### config.mk
export PLATFORM = sky130hd
export DESIGN_NAME = cdb_sched
export DESIGN_NICKNAME = d
export VERILOG_FILES = /design/src/rtl/cdb_sched_pkg.sv /design/src/rtl/cdb_sched_arb.sv /design/src/rtl/cdb_sched.sv
export SDC_FILE = /design/constraint.sdc
export NUM_CORES = 1
export LEC_CHECK = 0
export CAP_MARGIN = 10
export CORE_MARGIN = 2
export CORE_UTILIZATION = 35
export DETAILED_ROUTE_END_ITERATION = 16
export GPL_TIMING_DRIVEN = 0
export HOLD_SLACK_MARGIN = 0.12
export MAX_ROUTING_LAYER = met4
export PLACE_DENSITY = 0.82
export SLEW_MARGIN = 30
export SYNTH_ARGS = -nofsm -noshare
export SYNTH_HDL_FRONTEND = slang
export SYNTH_SLANG_ARGS = --single-unit
### constraint.sdc
create_clock -name clk -period 2.73 [get_ports clk]
set_clock_uncertainty 0.1 [all_clocks]
set_input_delay 0.273 -clock clk [delete_from_list [all_inputs] [get_ports clk]]
set_output_delay 0.273 -clock clk [all_outputs]
set_load 0.02 [all_outputs]
### src/rtl/cdb_sched_pkg.sv
// cdb_sched_pkg -- shared types and constants for the CDB scheduler.
//   clog2()       : index width helper (never returns less than 1)
//   DEF_UNIT_LAT  : default per-unit latencies {div, mult, ls, int}, unit 0 in LSBs
//   slot_t        : reservation ring entry {valid, owner}
package cdb_sched_pkg;

    // Owner field is sized for the largest supported unit count (8).
    localparam int unsigned OWNER_W = 3;

    localparam logic [15:0] DEF_UNIT_LAT = {4'd6, 4'd3, 4'd1, 4'd1};

    typedef struct packed {
        logic               valid;
        logic [OWNER_W-1:0] owner;
    } slot_t;

    function automatic int unsigned clog2(input int unsigned n);
        int unsigned r;
        r = 0;
        while ((32'd1 << r) < n) r++;
        return (r == 0) ? 1 : r;
    endfunction

endpackage

### src/rtl/cdb_sched_arb.sv
// cdb_sched_arb -- picks exactly one winner among units contending for the
// same CDB reservation slot.
//   Build option CDB_SCHED_RR_EN: round-robin starting at ptr, and reports
//   whether more than one unit was requesting (contested). Without it the
//   lowest requesting index wins and the ptr/contested ports do not exist.
// Ports:
//   req       in  N              eligible requesters sharing one slot
//   ptr       in  clog2(N)       round-robin start index (RR build only)
//   contested out 1              >1 requester this cycle (RR build only)
//   gnt       out N              one-hot winner, or zero
module cdb_sched_arb
    import cdb_sched_pkg::*;
#(
    parameter int unsigned N = 4
) (
    input  logic [N-1:0]          req,
`ifdef CDB_SCHED_RR_EN
    input  logic [clog2(N)-1:0]   ptr,
    output logic                  contested,
`endif
    output logic [N-1:0]          gnt
);

`ifdef CDB_SCHED_RR_EN
    // Clearing the lowest set bit leaves something only if two or more were set.
    assign contested = (req & (req - N'(1))) != '0;

    always_comb begin
        logic found;
        int unsigned idx;
        gnt   = '0;
        found = 1'b0;
        idx   = 0;
        for (int unsigned i = 0; i < N; i++) begin
            idx = (32'(ptr) + i) % N;
            if (!found && req[idx]) begin
                gnt[idx] = 1'b1;
                found    = 1'b1;
            end
        end
    end
`else
    // Two's-complement trick isolates the lowest set bit.
    assign gnt = req & (~req + N'(1));
`endif

endmodule

### src/rtl/cdb_sched.sv
// cdb_sched -- common-data-bus scheduler. Keeps a ring of future CDB cycles,
// grants issue to fixed-latency execution units whose result slot is free,
// and broadcasts the owning unit's result on a registered CDB when its slot
// arrives.
//   Build option CDB_SCHED_RR_EN: equal-latency contention is round-robin
//   (shared rr pointer); otherwise lowest unit index wins.
// Ports:
//   clk, reset_n          clock, asynchronous active-low reset
//   req, busy             per-unit issue request / cannot-accept
//   gnt                   per-unit issue grant (combinational)
//   res_valid/data/tag/sb per-unit result presented by the units
//   done                  per-unit pulse: result captured this cycle
//   cdb_valid/data/tag/sb registered broadcast
//   err                   sticky: reserved slot arrived without a result
module cdb_sched
    import cdb_sched_pkg::*;
#(
    parameter int unsigned             NUM_UNITS = 4,
    parameter int unsigned             MAX_LAT   = 8,
    parameter logic [4*NUM_UNITS-1:0]  UNIT_LAT  = DEF_UNIT_LAT,
    parameter int unsigned             DATA_W    = 32,
    parameter int unsigned             TAG_W     = 6,
    parameter int unsigned             SB_W      = 2
) (
    input  logic                       clk,
    input  logic                       reset_n,
    input  logic [NUM_UNITS-1:0]       req,
    input  logic [NUM_UNITS-1:0]       busy,
    output logic [NUM_UNITS-1:0]       gnt,
    input  logic [NUM_UNITS-1:0]       res_valid,
    input  logic [NUM_UNITS*DATA_W-1:0] res_data,
    input  logic [NUM_UNITS*TAG_W-1:0] res_tag,
    input  logic [NUM_UNITS*SB_W-1:0]  res_sb,
    output logic [NUM_UNITS-1:0]       done,
    output logic                       cdb_valid,
    output logic [DATA_W-1:0]          cdb_data,
    output logic [TAG_W-1:0]           cdb_tag,
    output logic [SB_W-1:0]            cdb_sb,
    output logic                       err
);

    function automatic int unsigned lat_of(input int unsigned u);
        return {28'd0, UNIT_LAT[4*u +: 4]};
    endfunction

    // Units whose latency equals l, i.e. that share ring slot l-1 on grant.
    function automatic logic [NUM_UNITS-1:0] lat_mask(input int unsigned l);
        logic [NUM_UNITS-1:0] m;
        m = '0;
        for (int unsigned u = 0; u < NUM_UNITS; u++) m[u] = (lat_of(u) == l);
        return m;
    endfunction

    function automatic logic [OWNER_W-1:0] enc(input logic [NUM_UNITS-1:0] v);
        logic [OWNER_W-1:0] r;
        r = '0;
        for (int unsigned u = 0; u < NUM_UNITS; u++) if (v[u]) r = OWNER_W'(u);
        return r;
    endfunction

    slot_t                own_r   [MAX_LAT];
    slot_t                own_nxt [MAX_LAT];
    logic [NUM_UNITS-1:0] elig;
    logic [NUM_UNITS-1:0] gnt_raw;
    logic [NUM_UNITS-1:0] gnt_by_lat [1:MAX_LAT];
    logic                 cap_hit;
    logic [DATA_W-1:0]    cap_data;
    logic [TAG_W-1:0]     cap_tag;
    logic [SB_W-1:0]      cap_sb;

`ifdef CDB_SCHED_RR_EN
    localparam int unsigned IDX_W = clog2(NUM_UNITS);
    logic [IDX_W-1:0]     rr_ptr;
    logic [IDX_W-1:0]     rr_nxt;
    logic                 rr_upd;
    logic [NUM_UNITS-1:0] cwin;
    logic                 contested_by_lat [1:MAX_LAT];
`endif

    // Slot L-1 of the next ring is filled from own_r[L] shifting down, so a
    // latency-L unit may issue only if own_r[L] is empty (always free at MAX_LAT).
    for (genvar u = 0; u < NUM_UNITS; u++) begin : g_unit
        localparam int unsigned L = lat_of(u);
        if (L == MAX_LAT) begin : g_top
            assign elig[u] = req[u] & ~busy[u];
        end else begin : g_mid
            assign elig[u] = req[u] & ~busy[u] & ~own_r[L].valid;
        end
    end

    for (genvar l = 1; l <= MAX_LAT; l++) begin : g_lat
        localparam logic [NUM_UNITS-1:0] MASK = lat_mask(l);
        if (MASK != '0) begin : g_arb
            cdb_sched_arb #(.N(NUM_UNITS)) u_arb (
                .req       (elig & MASK),
`ifdef CDB_SCHED_RR_EN
                .ptr       (rr_ptr),
                .contested (contested_by_lat[l]),
`endif
                .gnt       (gnt_by_lat[l])
            );
        end else begin : g_none
            assign gnt_by_lat[l] = '0;
`ifdef CDB_SCHED_RR_EN
            assign contested_by_lat[l] = 1'b0;
`endif
        end
    end

    always_comb begin
        gnt_raw = '0;
        for (int unsigned l = 1; l <= MAX_LAT; l++) gnt_raw |= gnt_by_lat[l];
    end

    assign gnt = reset_n ? gnt_raw : '0;

    // At most one winner per latency, so each slot has at most one writer and
    // a written slot is guaranteed empty after the shift.
    for (genvar k = 0; k < MAX_LAT; k++) begin : g_slot
        localparam logic [NUM_UNITS-1:0] WMASK = lat_mask(k + 1);
        logic [NUM_UNITS-1:0] wr;
        slot_t                shifted;
        assign wr = gnt_raw & WMASK;
        if (k == MAX_LAT - 1) begin : g_top
            assign shifted = '0;
        end else begin : g_mid
            assign shifted = own_r[k + 1];
        end
        assign own_nxt[k] = (|wr) ? slot_t'{valid: 1'b1, owner: enc(wr)} : shifted;
    end

    always_comb begin
        done = '0;
        for (int unsigned u = 0; u < NUM_UNITS; u++)
            done[u] = reset_n & own_r[0].valid & (own_r[0].owner == OWNER_W'(u));
    end

    assign cap_hit = |(done & res_valid);

    always_comb begin
        cap_data = '0;
        cap_tag  = '0;
        cap_sb   = '0;
        for (int unsigned u = 0; u < NUM_UNITS; u++) begin
            if (done[u]) begin
                cap_data = res_data[u*DATA_W +: DATA_W];
                cap_tag  = res_tag[u*TAG_W +: TAG_W];
                cap_sb   = res_sb[u*SB_W +: SB_W];
            end
        end
    end

    always_ff @(posedge clk or negedge reset_n) begin
        if (!reset_n) begin
            for (int unsigned k = 0; k < MAX_LAT; k++) own_r[k] <= '0;
            cdb_valid <= 1'b0;
            cdb_data  <= '0;
            cdb_tag   <= '0;
            cdb_sb    <= '0;
            err       <= 1'b0;
        end else begin
            own_r     <= own_nxt;
            cdb_valid <= cap_hit;
            if (cap_hit) begin
                cdb_data <= cap_data;
                cdb_tag  <= cap_tag;
                cdb_sb   <= cap_sb;
            end
            if (own_r[0].valid && !cap_hit) err <= 1'b1;
        end
    end

`ifdef CDB_SCHED_RR_EN
    // Pointer moves past the highest-indexed winner of any contested slot.
    always_comb begin
        cwin   = '0;
        rr_upd = 1'b0;
        rr_nxt = rr_ptr;
        for (int unsigned l = 1; l <= MAX_LAT; l++)
            if (contested_by_lat[l]) cwin |= gnt_by_lat[l];
        for (int unsigned u = 0; u < NUM_UNITS; u++) begin
            if (cwin[u]) begin
                rr_upd = 1'b1;
                rr_nxt = IDX_W'((u + 1) % NUM_UNITS);
            end
        end
    end

    always_ff @(posedge clk or negedge reset_n) begin
        if (!reset_n)    rr_ptr <= '0;
        else if (rr_upd) rr_ptr <= rr_nxt;
    end
`endif

endmodule
After elaboration in Yosys (flattened, before gate mapping)
Cells that the tools add are included.
Word-level totals
  input port bits: 174
  register bits after elaboration: 66
  output and inout port bits: 50
Cells by class
  bitwise operators: 27
  equality and inequality tests: 3
  reduce and logical (&&, ||, !) cells: 5
  multiplexer cells: 17
  add/subtract/negate cells: 3
Operators with widths (count)
  2-to-1 mux 32 bit: 4
  2-to-1 mux 6 bit: 4
  2-to-1 mux 4 bit: 4
  adder 4 x 1 -> 4 bit (second input constant): 3
  AND 1 bit: 12
  AND 4 bit: 2
  2-to-1 mux 2 bit: 4
  OR 4 bit: 2
  equality test 3 x 2 -> 1 bit (second input constant): 2
  NOT 1 bit: 6
  AND 2 x 4 -> 4 bit: 1
  AND 3 x 4 -> 4 bit: 1
  NOT 2 -> 4 bit: 1
  NOT 3 -> 4 bit: 1
  NOT 4 bit: 1
  OR reduction 4 bit: 1
  equality test 3 x 1 -> 1 bit (second input constant): 1
  logical NOT 3 bit: 1
  OR reduction 2 bit: 1
  logical AND 1 bit: 1
  logical NOT 1 bit: 1
  2-to-1 mux 1 bit: 1

Longest topological paths before layout
  word-level depth: 10
  depth in mapped cells: 6

Hierarchy
From an unflattened synthesis, not the netlist that was laid out.
Unflattened totals
  cell total of the unflattened synthesis: 203
  area total of the unflattened synthesis: 3145.5 µm²
By module, submodules not included
  cdb_sched: instances 1, area an instance 3036.7 µm², sequential area each 1301.2 µm², cells an instance 191
  cdb_sched_arb: instances 3, area an instance 36.3 µm², sequential area each 0.0 µm², cells an instance 4

Least setup slack after synthesis
OpenSTA, ideal clock, no wires.
  path kind: flip-flop to output port
  start point: reg own_r[29] in the netlist's numbering
  end point: out done[2]
  stages on the path, launching flop included: 5
  arrival: 1677 ps
  slack: 680 ps
  required time: 2357 ps
  path buffers: 3
  cell sequence: dfrtp_1 -> clkbuf_1 -> clkbuf_1 -> clkbuf_1 -> nor3b_1
On the way
  word-level cells in the longest chain between the ends: 2
RTL lines
  start, declared: RTL line cdb_sched.sv:61  | slot_t own_r [MAX_LAT];
  start signal, assigned: RTL line cdb_sched.sv:162  | own_r <= own_nxt;
  equality test 3 x 2 -> 1 bit: RTL line cdb_sched.sv:135  | done[u] = reset_n & own_r[0].valid & (own_r[0].owner == OWNER_W'(u));
  AND 1 bit: RTL line cdb_sched.sv:135
  end, declared: RTL line cdb_sched.sv:34  | output logic [NUM_UNITS-1:0] done,
No other way between the ends.

Worst setup path after layout
Ends and elaborated chain as after synthesis.

==> summary.txt <==
Status - finished, final reports clean
Leakage - 2.21 nW
Largest net degree at the start of global routing - 35
Clock Root Buffer - clkbuf_8
Initial antenna violation count - 0
Placed insts - 526
CP Max Fanout - 19
Asr flop ratio synth - 100%
Worst setup margin - 0.168 ns
Initial core utilization - 35.7%
Vias in the first global route - 3047
Setup Crit Path Kind - flip-flop to primary output
Startpoint types - flip-flop
Final Hold Fails - 0
Sequential element share of the synthesized area - 42.2%
Wire length per cell - 18.5 microns
Fin area - 5600 sq um
Cell Pwr Density - 565 nW/um^2
Yosys top cell by area - dfrtp_1
Slowest stage cell, crit path - clkdlybuf4s50_1
R2r startpoint - own_r[28]
Hold slack - 0.255 ns
Antenna cells - 0
GR Overflow Total - 0
Top-count cell post-synth - dfrtp_1
R2R Path End - cdb_data[23]
Finished Layout Cells - 535
Total power draw - 3.16 mW
Worst path bufs/invs - 3
Worst R2R Path Depth - 6
Tcrit/Tclk final - 93.9%
Seq cells post-synth - 52
CTS tree - built
Reg clk slew, reported paths - 0.09 ns
Min-Delay Path Depth - 0
Clk Latency, worst-skew pair - 0.29 ns
Layout cell share with drive strength beyond 1 - 21.3%
Peak supply drop - 0.271 mV
Synth Flop Type - dfrtp_1
Endpoint type of the worst setup path - primary output
Final Util - 64.8%
Die X-Extent - 97.9 microns
Largest cells by area after synthesis - dfrtp_1 (42%), mux4_2 (26%), mux2_4 (16%)
Mapped cell area - 3090 sq um
HP Class - flip-flop to flip-flop
DRT iter0 DRCs - 44
Syn nets - 368
Die Area - 9590 sq um
Tmin final - 2.56 ns
Max-slew violation count - 0
First-pass DRT Iterations - 4
Commonest cells in the netlist - dfrtp_1 (52), mux4_2 (35), mux2_4 (33)
R2R Setup Slk - 0.61 ns
Die height - 97.9 microns
Final setup viols - 0
Vias - 2691
Cts bufs inserted - 5
Post-CTS Setup Inserts - 0
Post-route ant nets - 0
Overall global routing resource usage - 21.1%
I/O Buffers - 223
Fillers - 661
Arr. time, crit path - 2.19 ns
Post-Place Cell Area - 5470 sq um
First-pass GRT wire length - 15600 microns
Detail Placement HPWL - 8000 microns
RSZ-0062 raised after global routing - false
Fmax - 0.390 GHz
Clk sink count - 52
Std-Cell Rows - 34
Area grow syn2layout - 81.4%
Top delay family on crit path - buffers and inverters
Worst EP required - 2.36 ns
Nets - 600
Core box area - 8640 sq um
H-tree levels - 2
Rel. slew slack - 42.6%
Vias/cell - 5.03
Library cells used by synthesis - 26
Synth Warn # - 0
Dpl ws - -0.00421 ns
Syn avg cell area - 15.9 sq um
DRC errors left - 0
Top Ports - 224
Routability congestion estimate - 0.793
Deepest clock path buffer count - 2
Least-Margin Pin Slew - 0.859 ns
CP max stage delay - 0.63 ns
Hold wc startpoint - g_slot[4].shifted[0]
Hold Crit Endpoint - g_slot[3].shifted[0]
Post-synth EDFFs - 0
Post-Route WL - 9870 microns
Post-Synthesis Cells - 194
Crit-path cells - clkbuf_1 -> clkbuf_2 -> nor3b_1 -> clkdlybuf4s50_1
Setup TNS - 0 ns
Max_cap viols - 0
Top cell type's share of synthesized area - 42.2%
[worst max path at each step]
stage / startpoint / end / depth (start not counted)
5_1_grt: own_r[29] / done[2] / 4
4_1_cts: own_r[28] / done[1] / 6
3_3_place_gp: reset_n / done[3] / 4
6_report: own_r[29] / done[2] / 4
2_1_floorplan: own_r[29] / done[2] / 4
3_5_place_dp: own_r[29] / done[2] / 5
[per-layer routing]
layer	track usage [%]	up-vias	routed length (microns)
li1	-	1224	-
met1	24.6	1316	3810
met2	37.7	143	5190
met3	5.01	8	790
met4	3.53	0	80
met5	-	-	0
[area by class of cell]
cell class / count / area [sq um] / area share, %
flip-flops and latches: 52 / 1300 / 23.2
plain buffers: 19 / 116 / 2.08
clock inverters: 2 / 10.0 / 0.179
multi-input cells: 120 / 1660 / 29.6
clock buffers: 6 / 82.6 / 1.48
inverters: 1 / 3.75 / 0.0671
well taps: 108 / 135 / 2.41
repair buffers: 227 / 2290 / 40.9
[timing repair]
item                       4_1_cts  5_1_grt
setup endpoints to repair        3        1
gates resized for setup          1        0
hold endpoints to repair        52        0
hold buffers                     3        0
cloned                           0        0
[cell families (layout without fill, tap and decap cells)]
logic type | after synthesis | in the layout | share of synthesized area (%)
AOI/OAI and AO/OA | 21 | 21 | 4.66
buffers and inverters | 22 | 255 | 4.09
DFF | 52 | 52 | 42.2
muxes | 75 | 75 | 43.9
and+or+nand+nor | 24 | 24 | 5.19
[power breakdown]
group | leakage [nW] | internal [mW] | switching, mW | total, mW
sequential | 0.613 | 0.988 | 0.127 | 1.11
combinational | 1.55 | 0.980 | 0.618 | 1.60
clock | 0.0510 | 0.203 | 0.245 | 0.448
[cell usage in the layout, fill, tap and decap left out, types with 2 or more instances in the layout]
master             n
nand3b_1           7
dlygate4sd3_1      2
nor2_1             2
nor3b_1            2
a2bb2oi_1          6
a21o_1             2
buf_6              5
and2_1             2
clkinv_2           2
clkbuf_1           8
nand2_1            3
clkbuf_8           6
clkdlybuf4s50_1  222
nand2b_1           2
dfrtp_1           52
buf_12             2
mux4_2            35
buf_2              4
clkbuf_2           2
a31oi_1            6
nor4bb_1           2
a21oi_1            6
mux2_4            33
mux2i_1            6
[registers in the layout, indices dropped and copies added (netlist names)]
| register | flops |
|---|---|
| cdb_data | 32 |
| cdb_sb | 2 |
| cdb_tag | 6 |
| cdb_valid | 1 |
| err | 1 |
| g_slot.shifted | 7 |
| own_r | 3 |
Power figures use the tool's default switching activity.
